`src/rtl/uart_cmd_tx.sv`:
```
// uart_cmd_tx: serialises a register-file / ALU command as a burst of UART frames.
//
// A command is accepted when cmd_valid_i and cmd_ready_o are both high at a rising edge.
// Every command, parity and prescale input is latched at that edge, so later changes to
// those inputs have no effect. The command is then sent as a fixed sequence of
// back-to-back frames:
//   WRITE   : 0xAA, {0,addr}, data
//   READ    : 0xBB, {0,addr}
//   ALU_OP  : 0xCC, op_a, op_b, {0,alu_fun}
//   ALU_NOP : 0xDD, {0,alu_fun}
// Each frame is: start bit (0), DATA_WIDTH data bits LSB first, an optional parity bit,
// and one stop bit (1). Every bit lasts max(prescale, 1) clock cycles.
//
// Ports
//   clk_i        sole clock, rising edge
//   rst_i        synchronous, active-high reset
//   cmd_valid_i  command request
//   cmd_ready_o  high only while idle; a command may be accepted
//   cmd_type_i   00 WRITE, 01 READ, 10 ALU_OP, 11 ALU_NOP
//   addr_i       register address
//   data_i       write data
//   op_a_i       ALU operand A
//   op_b_i       ALU operand B
//   alu_fun_i    ALU function code
//   par_en_i     parity bit present when 1
//   par_typ_i    0 even, 1 odd
//   prescale_i   clock cycles per serial bit (0 treated as 1)
//   tx_out_o     registered serial line, idle high
//   busy_o       high from the cycle after acceptance until the last stop bit ends
//   done_o       one-cycle pulse in the cycle after the last stop bit ends
module uart_cmd_tx #(
   parameter int unsigned DATA_WIDTH     = 8,
   parameter int unsigned ADDR_WIDTH     = 4,
   parameter int unsigned ALU_FUN_WIDTH  = 4,
   parameter int unsigned PRESCALE_WIDTH = 6
) (
   input  logic                      clk_i,
   input  logic                      rst_i,
   input  logic                      cmd_valid_i,
   output logic                      cmd_ready_o,
   input  logic [1:0]                cmd_type_i,
   input  logic [ADDR_WIDTH-1:0]     addr_i,
   input  logic [DATA_WIDTH-1:0]     data_i,
   input  logic [DATA_WIDTH-1:0]     op_a_i,
   input  logic [DATA_WIDTH-1:0]     op_b_i,
   input  logic [ALU_FUN_WIDTH-1:0]  alu_fun_i,
   input  logic                      par_en_i,
   input  logic                      par_typ_i,
   input  logic [PRESCALE_WIDTH-1:0] prescale_i,
   output logic                      tx_out_o,
   output logic                      busy_o,
   output logic                      done_o
);

   localparam int unsigned BitW = (DATA_WIDTH > 1) ? $clog2(DATA_WIDTH) : 1;

   localparam logic [1:0] CmdWrite  = 2'b00;
   localparam logic [1:0] CmdRead   = 2'b01;
   localparam logic [1:0] CmdAluOp  = 2'b10;
   localparam logic [1:0] CmdAluNop = 2'b11;

   typedef enum logic [2:0] {
      StIdle,
      StStart,
      StData,
      StParity,
      StStop
   } state_e;

   state_e                    state_q, state_d;
   logic [PRESCALE_WIDTH-1:0] cnt_q, cnt_d;
   logic [PRESCALE_WIDTH-1:0] period_q, period_d;
   logic [BitW-1:0]           bit_q, bit_d;
   logic [1:0]                frame_q, frame_d;
   logic                      done_q, done_d;
   logic                      tx_q, tx_d;

   logic [1:0]                type_q, type_d;
   logic [ADDR_WIDTH-1:0]     addr_q, addr_d;
   logic [DATA_WIDTH-1:0]     data_q, data_d;
   logic [DATA_WIDTH-1:0]     op_a_q, op_a_d;
   logic [DATA_WIDTH-1:0]     op_b_q, op_b_d;
   logic [ALU_FUN_WIDTH-1:0]  fun_q, fun_d;
   logic                      par_en_q, par_en_d;
   logic                      par_typ_q, par_typ_d;

   logic                      bit_end;
   logic [DATA_WIDTH-1:0]     byte_d;

   // Byte carried by frame idx of a command. Frame 0 depends only on the type, which lets
   // the acceptance cycle use the live cmd_type_i before the operand fields are latched.
   function automatic logic [DATA_WIDTH-1:0] frame_byte(
      input logic [1:0]               typ,
      input logic [1:0]               idx,
      input logic [ADDR_WIDTH-1:0]    addr,
      input logic [DATA_WIDTH-1:0]    data,
      input logic [DATA_WIDTH-1:0]    op_a,
      input logic [DATA_WIDTH-1:0]    op_b,
      input logic [ALU_FUN_WIDTH-1:0] fun
   );
      logic [DATA_WIDTH-1:0] b;
      b = '0;
      if (idx == 2'd0) begin
         case (typ)
            CmdWrite: b = DATA_WIDTH'(8'hAA);
            CmdRead:  b = DATA_WIDTH'(8'hBB);
            CmdAluOp: b = DATA_WIDTH'(8'hCC);
            default:  b = DATA_WIDTH'(8'hDD);
         endcase
      end else begin
         case (typ)
            CmdWrite: b = (idx == 2'd1) ? DATA_WIDTH'(addr) : data;
            CmdRead:  b = DATA_WIDTH'(addr);
            CmdAluOp: begin
               case (idx)
                  2'd1:    b = op_a;
                  2'd2:    b = op_b;
                  default: b = DATA_WIDTH'(fun);
               endcase
            end
            default:  b = DATA_WIDTH'(fun);
         endcase
      end
      return b;
   endfunction

   function automatic logic [1:0] last_frame(input logic [1:0] typ);
      logic [1:0] n;
      case (typ)
         CmdWrite:  n = 2'd2;
         CmdRead:   n = 2'd1;
         CmdAluOp:  n = 2'd3;
         CmdAluNop: n = 2'd1;
         default:   n = 2'd1;
      endcase
      return n;
   endfunction

   assign bit_end = (cnt_q == period_q - PRESCALE_WIDTH'(1));

   always_comb begin
      state_d   = state_q;
      cnt_d     = cnt_q;
      period_d  = period_q;
      bit_d     = bit_q;
      frame_d   = frame_q;
      done_d    = 1'b0;
      type_d    = type_q;
      addr_d    = addr_q;
      data_d    = data_q;
      op_a_d    = op_a_q;
      op_b_d    = op_b_q;
      fun_d     = fun_q;
      par_en_d  = par_en_q;
      par_typ_d = par_typ_q;

      case (state_q)
         StIdle: begin
            if (cmd_valid_i) begin
               state_d   = StStart;
               cnt_d     = '0;
               bit_d     = '0;
               frame_d   = '0;
               period_d  = (prescale_i == '0) ? PRESCALE_WIDTH'(1) : prescale_i;
               type_d    = cmd_type_i;
               addr_d    = addr_i;
               data_d    = data_i;
               op_a_d    = op_a_i;
               op_b_d    = op_b_i;
               fun_d     = alu_fun_i;
               par_en_d  = par_en_i;
               par_typ_d = par_typ_i;
            end
         end
         StStart: begin
            if (bit_end) begin
               cnt_d   = '0;
               bit_d   = '0;
               state_d = StData;
            end else begin
               cnt_d = cnt_q + PRESCALE_WIDTH'(1);
            end
         end
         StData: begin
            if (bit_end) begin
               cnt_d = '0;
               if (bit_q == BitW'(DATA_WIDTH - 1)) begin
                  bit_d   = '0;
                  state_d = par_en_q ? StParity : StStop;
               end else begin
                  bit_d = bit_q + BitW'(1);
               end
            end else begin
               cnt_d = cnt_q + PRESCALE_WIDTH'(1);
            end
         end
         StParity: begin
            if (bit_end) begin
               cnt_d   = '0;
               state_d = StStop;
            end else begin
               cnt_d = cnt_q + PRESCALE_WIDTH'(1);
            end
         end
         StStop: begin
            if (bit_end) begin
               cnt_d = '0;
               if (frame_q == last_frame(type_q)) begin
                  frame_d = '0;
                  state_d = StIdle;
                  done_d  = 1'b1;
               end else begin
                  frame_d = frame_q + 2'd1;
                  state_d = StStart;
               end
            end else begin
               cnt_d = cnt_q + PRESCALE_WIDTH'(1);
            end
         end
         default: state_d = StIdle;
      endcase
   end

   // The line value is derived from the next state so that tx_out_o is a plain register
   // and the start bit appears in the first cycle after acceptance.
   always_comb begin
      byte_d = frame_byte(type_d, frame_d, addr_q, data_q, op_a_q, op_b_q, fun_q);
      tx_d   = 1'b1;
      case (state_d)
         StIdle:   tx_d = 1'b1;
         StStart:  tx_d = 1'b0;
         StData:   tx_d = byte_d[bit_d];
         StParity: tx_d = (^byte_d) ^ par_typ_d;
         StStop:   tx_d = 1'b1;
         default:  tx_d = 1'b1;
      endcase
   end

   always_ff @(posedge clk_i) begin
      if (rst_i) begin
         state_q   <= StIdle;
         cnt_q     <= '0;
         period_q  <= '0;
         bit_q     <= '0;
         frame_q   <= '0;
         done_q    <= 1'b0;
         tx_q      <= 1'b1;
         type_q    <= '0;
         addr_q    <= '0;
         data_q    <= '0;
         op_a_q    <= '0;
         op_b_q    <= '0;
         fun_q     <= '0;
         par_en_q  <= 1'b0;
         par_typ_q <= 1'b0;
      end else begin
         state_q   <= state_d;
         cnt_q     <= cnt_d;
         period_q  <= period_d;
         bit_q     <= bit_d;
         frame_q   <= frame_d;
         done_q    <= done_d;
         tx_q      <= tx_d;
         type_q    <= type_d;
         addr_q    <= addr_d;
         data_q    <= data_d;
         op_a_q    <= op_a_d;
         op_b_q    <= op_b_d;
         fun_q     <= fun_d;
         par_en_q  <= par_en_d;
         par_typ_q <= par_typ_d;
      end
   end

   assign cmd_ready_o = (state_q == StIdle);
   assign busy_o      = (state_q != StIdle);
   assign done_o      = done_q;
   assign tx_out_o    = tx_q;

endmodule

```
`config.mk`:
```
export PLATFORM = sky130hd
export DESIGN_NAME = uart_cmd_tx
export DESIGN_NICKNAME = d
export VERILOG_FILES = /design/src/rtl/uart_cmd_tx.sv
export SDC_FILE = /design/constraint.sdc
export NUM_CORES = 1
export LEC_CHECK = 0
export BUFFER_PORTS_ARGS = -buffer_cell sky130_fd_sc_hd__buf_2
export CAP_MARGIN = 20
export CELL_PAD_IN_SITES_DETAIL_PLACEMENT = 0
export CELL_PAD_IN_SITES_GLOBAL_PLACEMENT = 1
export CORE_ASPECT_RATIO = 1.75
export CORE_MARGIN = 1.5
export CORE_UTILIZATION = 25
export CTS_CLUSTER_DIAMETER = 40
export DETAILED_ROUTE_END_ITERATION = 8
export PLACE_DENSITY = 0.56
export SLEW_MARGIN = 25
export SYNTH_ARGS = -nofsm -noshare
export SYNTH_HDL_FRONTEND = slang
export SYNTH_SLANG_ARGS = --single-unit
```
`constraint.sdc`:
```
create_clock -name clk_i -period 6.8 [get_ports clk_i]
set_clock_uncertainty 0.2 [all_clocks]
set_input_delay 0.34 -clock clk_i [delete_from_list [all_inputs] [get_ports clk_i]]
set_output_delay 0.34 -clock clk_i [all_outputs]
set_load 0.02 [all_outputs]
```
# Word level (Yosys, flattened, before mapping)
# Index checks and enable logic that the tools add are counted.
dict set report word_totals {
  ff_bits 58
  input_bits 45
  wordCells 92
}
dict set report classes {
  add_sub_neg 4
  order_cmp 1
  n_eq_ne 18
  mux 38
  bitwise 3
  n_reduce_logical 13
}
# op n
set op_table {}
lappend op_table {{$mux 3} 11}
lappend op_table {{$pmux 8 s3} 1}
lappend op_table {{$pmux 7 s3} 1}
lappend op_table {{$mux 6} 3}
lappend op_table {{$mux 8} 2}
lappend op_table {{$pmux 8 s2} 1}
lappend op_table {{$pmux 3 s5} 1}
lappend op_table {{$mux 2} 7}
lappend op_table {{$eq 3x2->1 const B} 4}
lappend op_table {{$pmux 6 s2} 1}
lappend op_table {{$pmux 3 s3} 1}
lappend op_table {{$eq 2x2->1 const B} 4}
lappend op_table {{$reduce_xor 8->1} 1}
lappend op_table {{$add 6x1->6 const B} 1}
lappend op_table {{$eq 2x1->1 const B} 3}
lappend op_table {{$eq 3x1->1 const B} 2}
lappend op_table {{$eq 3x3->1 const B} 2}
lappend op_table {{$eq 6x6->1} 1}
lappend op_table {{$logic_not 2->1} 3}
lappend op_table {{$logic_not 6->1} 1}
lappend op_table {{$pmux 2 s3} 1}
lappend op_table {{$sub 6x1->6 const B} 1}
lappend op_table {{$mux 1} 5}
lappend op_table {{$lt 3x4->1 const B} 1}
lappend op_table {{other kinds (16)} 18}

# Logic depth before layout (Yosys ltp)
dict set report depth {
  depth_word 16
  ltp_mapped 22
  ltp_nobuf 21
}

# Least setup slack after synthesis
# Ideal clock, no wire load.
dict set report synth_path {
  kind {flip-flop to flip-flop}
  from {reg period_q[0]}
  to {reg tx_q (netlist: tx_out_o)}
  setup_time_ps 122
  arrival_time_ps 4034
  setup_slack_ps 2444
  path_stages_with_launch 21
  n_path_buf 1
  path_cell_list {dfxtp_1 inv_1 ha_1 xnor2_1 o2bb2ai_1 a211o_1 nor2_1 and3_1 o21ai_0 a31oi_1 inv_1 ha_1 clkbuf_1 a22oi_1 nand2_1 o211ai_1 o21ai_0 o311a_2 mux2_2 and3_1 o32a_1}
}
dict set report synth_via {
  elab_chain_len 11
  word_cells_on_any_way 27
}
# item line_no
set synth_rtl {}
lappend synth_rtl {{start, declared} 72} ;# logic [PRESCALE_WIDTH-1:0] period_q, period_d;
lappend synth_rtl {{start signal, assigned} 259} ;# period_q <= period_d;
lappend synth_rtl {{$sub 6x1->6 *} 139} ;# assign bit_end = (cnt_q == period_q - PRESCALE_WIDTH'(1));
lappend synth_rtl {{$eq 6x6->1 *} 139}
lappend synth_rtl {{$mux 2 *} 206} ;# if (bit_end) begin
lappend synth_rtl {{$pmux 2 s2 *} 157} ;# case (state_q)
lappend synth_rtl {{net frame_d[1]} 74} ;# logic [1:0] frame_q, frame_d;
lappend synth_rtl {{$eq 2x2->1 / $eq 2x1->1 (equally long branches)} {115, 112}}
lappend synth_rtl {{$pmux 8 s2 / $mux 8 (equally long branches)} {115, 112}}
lappend synth_rtl {{$pmux 8 s3} 111} ;# case (typ)
lappend synth_rtl {{$mux 8 *} 103} ;# if (idx == 2'd0) begin
lappend synth_rtl {{$bmux 1 s3 / $reduce_xor 8->1 (equally long branches)} {232, 233}}
lappend synth_rtl {{$mux 1 (implied by the code) / $xor 1x1->1 (equally long branches)} {232, 233}}
lappend synth_rtl {{$pmux 1 s3 *} 229} ;# case (state_d)
lappend synth_rtl {{end signal, assigned} 263} ;# tx_q <= tx_d;
lappend synth_rtl {{end, declared} 76} ;# logic tx_q, tx_d;
# The timed path passes the listed nets; every way through them passes the cells marked *. The select of a mux whose other input is x is not followed.
# A chain may end at the register's enable or synchronous reset.

# Worst setup path in the final report
dict set report layout_path {
  from {reg period_q[0]}
  to {reg tx_q (netlist: tx_out_o)}
}
dict set report layout_via {
  elab_chain_len 11
  word_cells_on_any_way 27
}
# item line_no
set layout_rtl {}
lappend layout_rtl {{$sub 6x1->6 *} 139}
lappend layout_rtl {{$eq 6x6->1 *} 139}
lappend layout_rtl {{$mux 2} 206}
lappend layout_rtl {{$pmux 2 s2} 157}
lappend layout_rtl {{$eq 2x2->1 / $eq 2x1->1 (equally long branches)} {115, 112}}
lappend layout_rtl {{$pmux 8 s2 / $mux 8 (equally long branches)} {115, 112}}
lappend layout_rtl {{$pmux 8 s3} 111}
lappend layout_rtl {{$mux 8} 103}
lappend layout_rtl {{$bmux 1 s3 / $reduce_xor 8->1 (equally long branches)} {232, 233}}
lappend layout_rtl {{$mux 1 (implied by the code) / $xor 1x1->1 (equally long branches)} {232, 233}}
lappend layout_rtl {{$pmux 1 s3 *} 229}
# Mark *: on every way between the ends. The rest lies on a longest branch, timed or not. The select of a mux whose other input is x is not followed.

==> impl_metrics.json <==
{
  "met1_layer_usage_reported_by_global_route_pct": 14.5,
  "min_path_type": "in2reg",
  "yosysTopAreaCell": "sky130_fd_sc_hd__dfxtp_1",
  "grt_util_met2_pct": 26.9,
  "boundary_pins": 49,
  "drive_gt1_share_pct": 17.6,
  "power_switching_uw": 249,
  "routed_wirelength_mm": 8.78,
  "groute.usage.overall_pct": 14.7,
  "status": "complete, no violations",
  "clock_latency_ps": 330,
  "synth-seq-cells": 58,
  "yosys.area.top_type_share_pct": 37.1,
  "switching_fraction_of_total_power_pct": 25.0,
  "synthArstFlopShare_pct": 0,
  "timing.max_cap.violations": 0,
  "startpoint_type": "flop",
  "grt_antenna_before_repair": 0,
  "ctsHtreeMaxLevel": 3,
  "num_antenna_cells": 0,
  "synth_area_leaders": "sky130_fd_sc_hd__dfxtp_1 37%, sky130_fd_sc_hd__nand2_1 11%, sky130_fd_sc_hd__a21oi_1 7.5%",
  "comb_power_share_pct": 13.4,
  "dp_hpwl_mm": 6.46,
  "vias": 2864,
  "placement_rows": 53,
  "floorplan.initialDensity_pct": 25.8,
  "number_of_flops_mapped_to_enable_cells_by_yosys": 0,
  "irDropWorstVdd_uv": 113,
  "hold_buffers": 0,
  "design.die.area_um2": 13200,
  "p_leak_nw": 1.52,
  "clk_path_buf_depth": 2,
  "core_area_um2": 12100,
  "grt_first_pass_wirelength_mm": 14.7,
  "detailedRoute.firstIterationViolations": 93,
  "syn_inst": 399,
  "crit_path_required_time_ps": 6870,
  "vias_per_cell": 4.72,
  "die_width_um": 87.6,
  "p_int_uw": 746,
  "synth.top_cells.by_count": "88 x sky130_fd_sc_hd__nand2_1, 58 x sky130_fd_sc_hd__dfxtp_1, 47 x sky130_fd_sc_hd__a21oi_1",
  "cts.reportedPaths.clkPinSlew_ps": 50,
  "worstPathMaxFanout": 8,
  "detail_route.drc_violations": 0,
  "clk_root_buffer_cell": "sky130_fd_sc_hd__clkbuf_16",
  "relSlewSlack_pct": 41.5,
  "placedCellCount": 591,
  "post_cts_buffers": 0,
  "syn_to_final_growth_pct": 21.8,
  "antenna_left": 0,
  "route.detailed.wl_per_inst_um": 14.5,
  "final_max_slew_viol_count": 0,
  "power.density_cell_area_nw_per_um2": 261,
  "min_period_ps": 4990,
  "clock_tree_from_tritoncts": "built",
  "syn_area_per_cell_um2": 7.84,
  "grt_start_max_net_pins": 58,
  "p_seq_share_pct": 37.7,
  "mappedNetlistNets": 452,
  "port-buffer-count": 48,
  "design.final.nets": 490,
  "commonest_register_cell_after_synthesis": "sky130_fd_sc_hd__dfxtp_1",
  "die_h_um": 151,
  "worst_r2r_startpoint": "period_q[0]",
  "max_slew.worst_pin.slew_ps": 874,
  "critical_path_arrival_ps": 5060,
  "holdCritStartpoint": "op_a_i[7]",
  "final.period_utilization_pct": 73.4,
  "grt_use_met3_pct": 3.49,
  "grt_overflow": 0,
  "post_cts_resize_count": 0,
  "globalplace.congestion": 0.870,
  "synth_sequential_area_ratio_pct": 37.1,
  "fmaxAchievable_ghz": 0.200,
  "grt_pass1_vias": 3008,
  "layout.cells.non_filler": 607,
  "worstSetupPathType": "reg2reg",
  "synth_warnings": 0,
  "drt_pre_antenna_iters": 4,
  "numClockSinks": 58,
  "netlist-cell-type-count": 58,
  "setup_tns_ps": 0,
  "finish.utilization_pct": 31.4,
  "yosys.cell_count.top_type": "sky130_fd_sc_hd__nand2_1",
  "synth.cell_area_um2": 3130,
  "fillers": 1320,
  "grt.busiest_layer": "met2",
  "hold_viol_final": 0,
  "setup-violations-final": 0,
  "timing.critical_path.from": "period_q[0]",
  "rsz0062_at_grt": "false",
  "setup.worst_path.end_class": "flop",
  "clock_power_share_pct": 48.8,
  "numCtsBuffers": 9
}
[worst max-delay path, stage by stage (launching register included)]
cell	delay, ps
sky130_fd_sc_hd__dfxtp_1	360
sky130_fd_sc_hd__inv_1	70
sky130_fd_sc_hd__ha_1	250
sky130_fd_sc_hd__xnor2_1	140
sky130_fd_sc_hd__o2bb2ai_1	120
sky130_fd_sc_hd__a211o_1	370
sky130_fd_sc_hd__nor2_1	410
sky130_fd_sc_hd__and3_1	270
sky130_fd_sc_hd__o21ai_0	90
sky130_fd_sc_hd__a31oi_1	390
sky130_fd_sc_hd__ha_1	300
sky130_fd_sc_hd__nor2_1	50
sky130_fd_sc_hd__mux2i_1	320
sky130_fd_sc_hd__mux2i_1	130
sky130_fd_sc_hd__o311ai_1	430
sky130_fd_sc_hd__xor2_1	220
sky130_fd_sc_hd__xnor2_1	140
sky130_fd_sc_hd__xnor3_1	410
sky130_fd_sc_hd__nor2_1	110
sky130_fd_sc_hd__o32a_1	150
[flip-flops by register name (all words and copies together), names as in the netlist]
name,count
par_typ_q,1
tx_out_o,1
state_q,3
op_a_q,8
bit_q,3
period_q,6
done_o,1
addr_q,4
data_q,8
type_q,2
par_en_q,1
op_b_q,8
cnt_q,6
fun_q,4
frame_q,2
[metrics by stage]
| step | instance area [µm²] | setup WS [ps] | power, mW | hold WS (ps) |
|---|---|---|---|---|
| after floorplan | 3130 | 2440 | 0.474 | 221 |
| after global placement | 3490 | 1980 | 0.516 | 245 |
| after global routing | 3810 | 1340 | 1.05 | 42.7 |
| final | 3810 | 1810 | 0.995 | 46.1 |
| after CTS | 3810 | 1780 | 1.01 | 31.8 |
| after detailed placement | 3490 | 1810 | 0.518 | 250 |
[metal layers]
layer / vias to the layer above / wire length, µm
li1: 1462 / -
met1: 1332 / 3270
met2: 51 / 4810
met3: 19 / 269
met4: 0 / 438
met5: - / 0
[area by class of cell]
class	count	area [µm²]	share of cell area, %
clock inverter	5	77.6	2.04
timing repair buffer	50	258	6.76
sequential	58	1160	30.5
multi-input combinational	305	1820	47.7
clock buffer	11	243	6.37
tap	165	206	5.42
inverter	13	48.8	1.28
[worst paths after layout]
check	cells past startpoint	endpoint	slack [ps]
hold / removal	3	op_a_q[7]	50
hold reg to reg	2	op_a_q[3]	250
setup / recovery	19	tx_out_o	1810
setup reg to reg	19	tx_out_o	1810
[power by group through the flow]
stage,sequential (mW),clock (mW),combinational (mW)
final,0.375,0.486,0.134
after global routing,0.377,0.520,0.152
after CTS,0.375,0.501,0.137
after detailed placement,0.383,0,0.136
after global placement,0.382,0,0.134
after floorplan,0.375,0,0.0988
[kinds of logic after synthesis]
kind of cell               synth area share, %
buffers and inverters                     4.88
AOI/OAI and AO/OA                         20.8
xor gates and xnor gates                  4.32
adders and majority gates                 3.20
muxes                                     6.44
DFF                                       37.1
and+or+nand+nor                           23.3
[placed cells by master (no fill, tap or decap), types with 3 or more instances in the layout]
cell type / synthesis / final
sky130_fd_sc_hd__ha_1: 8 / 8
sky130_fd_sc_hd__nor2b_1: 3 / 3
sky130_fd_sc_hd__clkbuf_16: 0 / 9
sky130_fd_sc_hd__and3_1: 5 / 5
sky130_fd_sc_hd__a22oi_1: 8 / 8
sky130_fd_sc_hd__nand2_1: 88 / 87
sky130_fd_sc_hd__nor3_1: 4 / 4
sky130_fd_sc_hd__mux2_2: 6 / 6
sky130_fd_sc_hd__nand3_1: 4 / 4
sky130_fd_sc_hd__nor2_1: 32 / 32
sky130_fd_sc_hd__dfxtp_1: 58 / 58
sky130_fd_sc_hd__o21ai_0: 15 / 15
sky130_fd_sc_hd__inv_1: 13 / 13
sky130_fd_sc_hd__xnor2_1: 6 / 6
sky130_fd_sc_hd__a31oi_1: 4 / 4
sky130_fd_sc_hd__xor2_1: 5 / 5
sky130_fd_sc_hd__nand3b_1: 3 / 3
sky130_fd_sc_hd__buf_4: 0 / 3
sky130_fd_sc_hd__a21oi_1: 47 / 47
sky130_fd_sc_hd__o211ai_1: 3 / 3
sky130_fd_sc_hd__buf_2: 1 / 47
sky130_fd_sc_hd__mux2i_1: 12 / 12
sky130_fd_sc_hd__a211o_1: 3 / 3
sky130_fd_sc_hd__nand2b_1: 7 / 7
No activity file was read; power rests on OpenSTA's default activity.
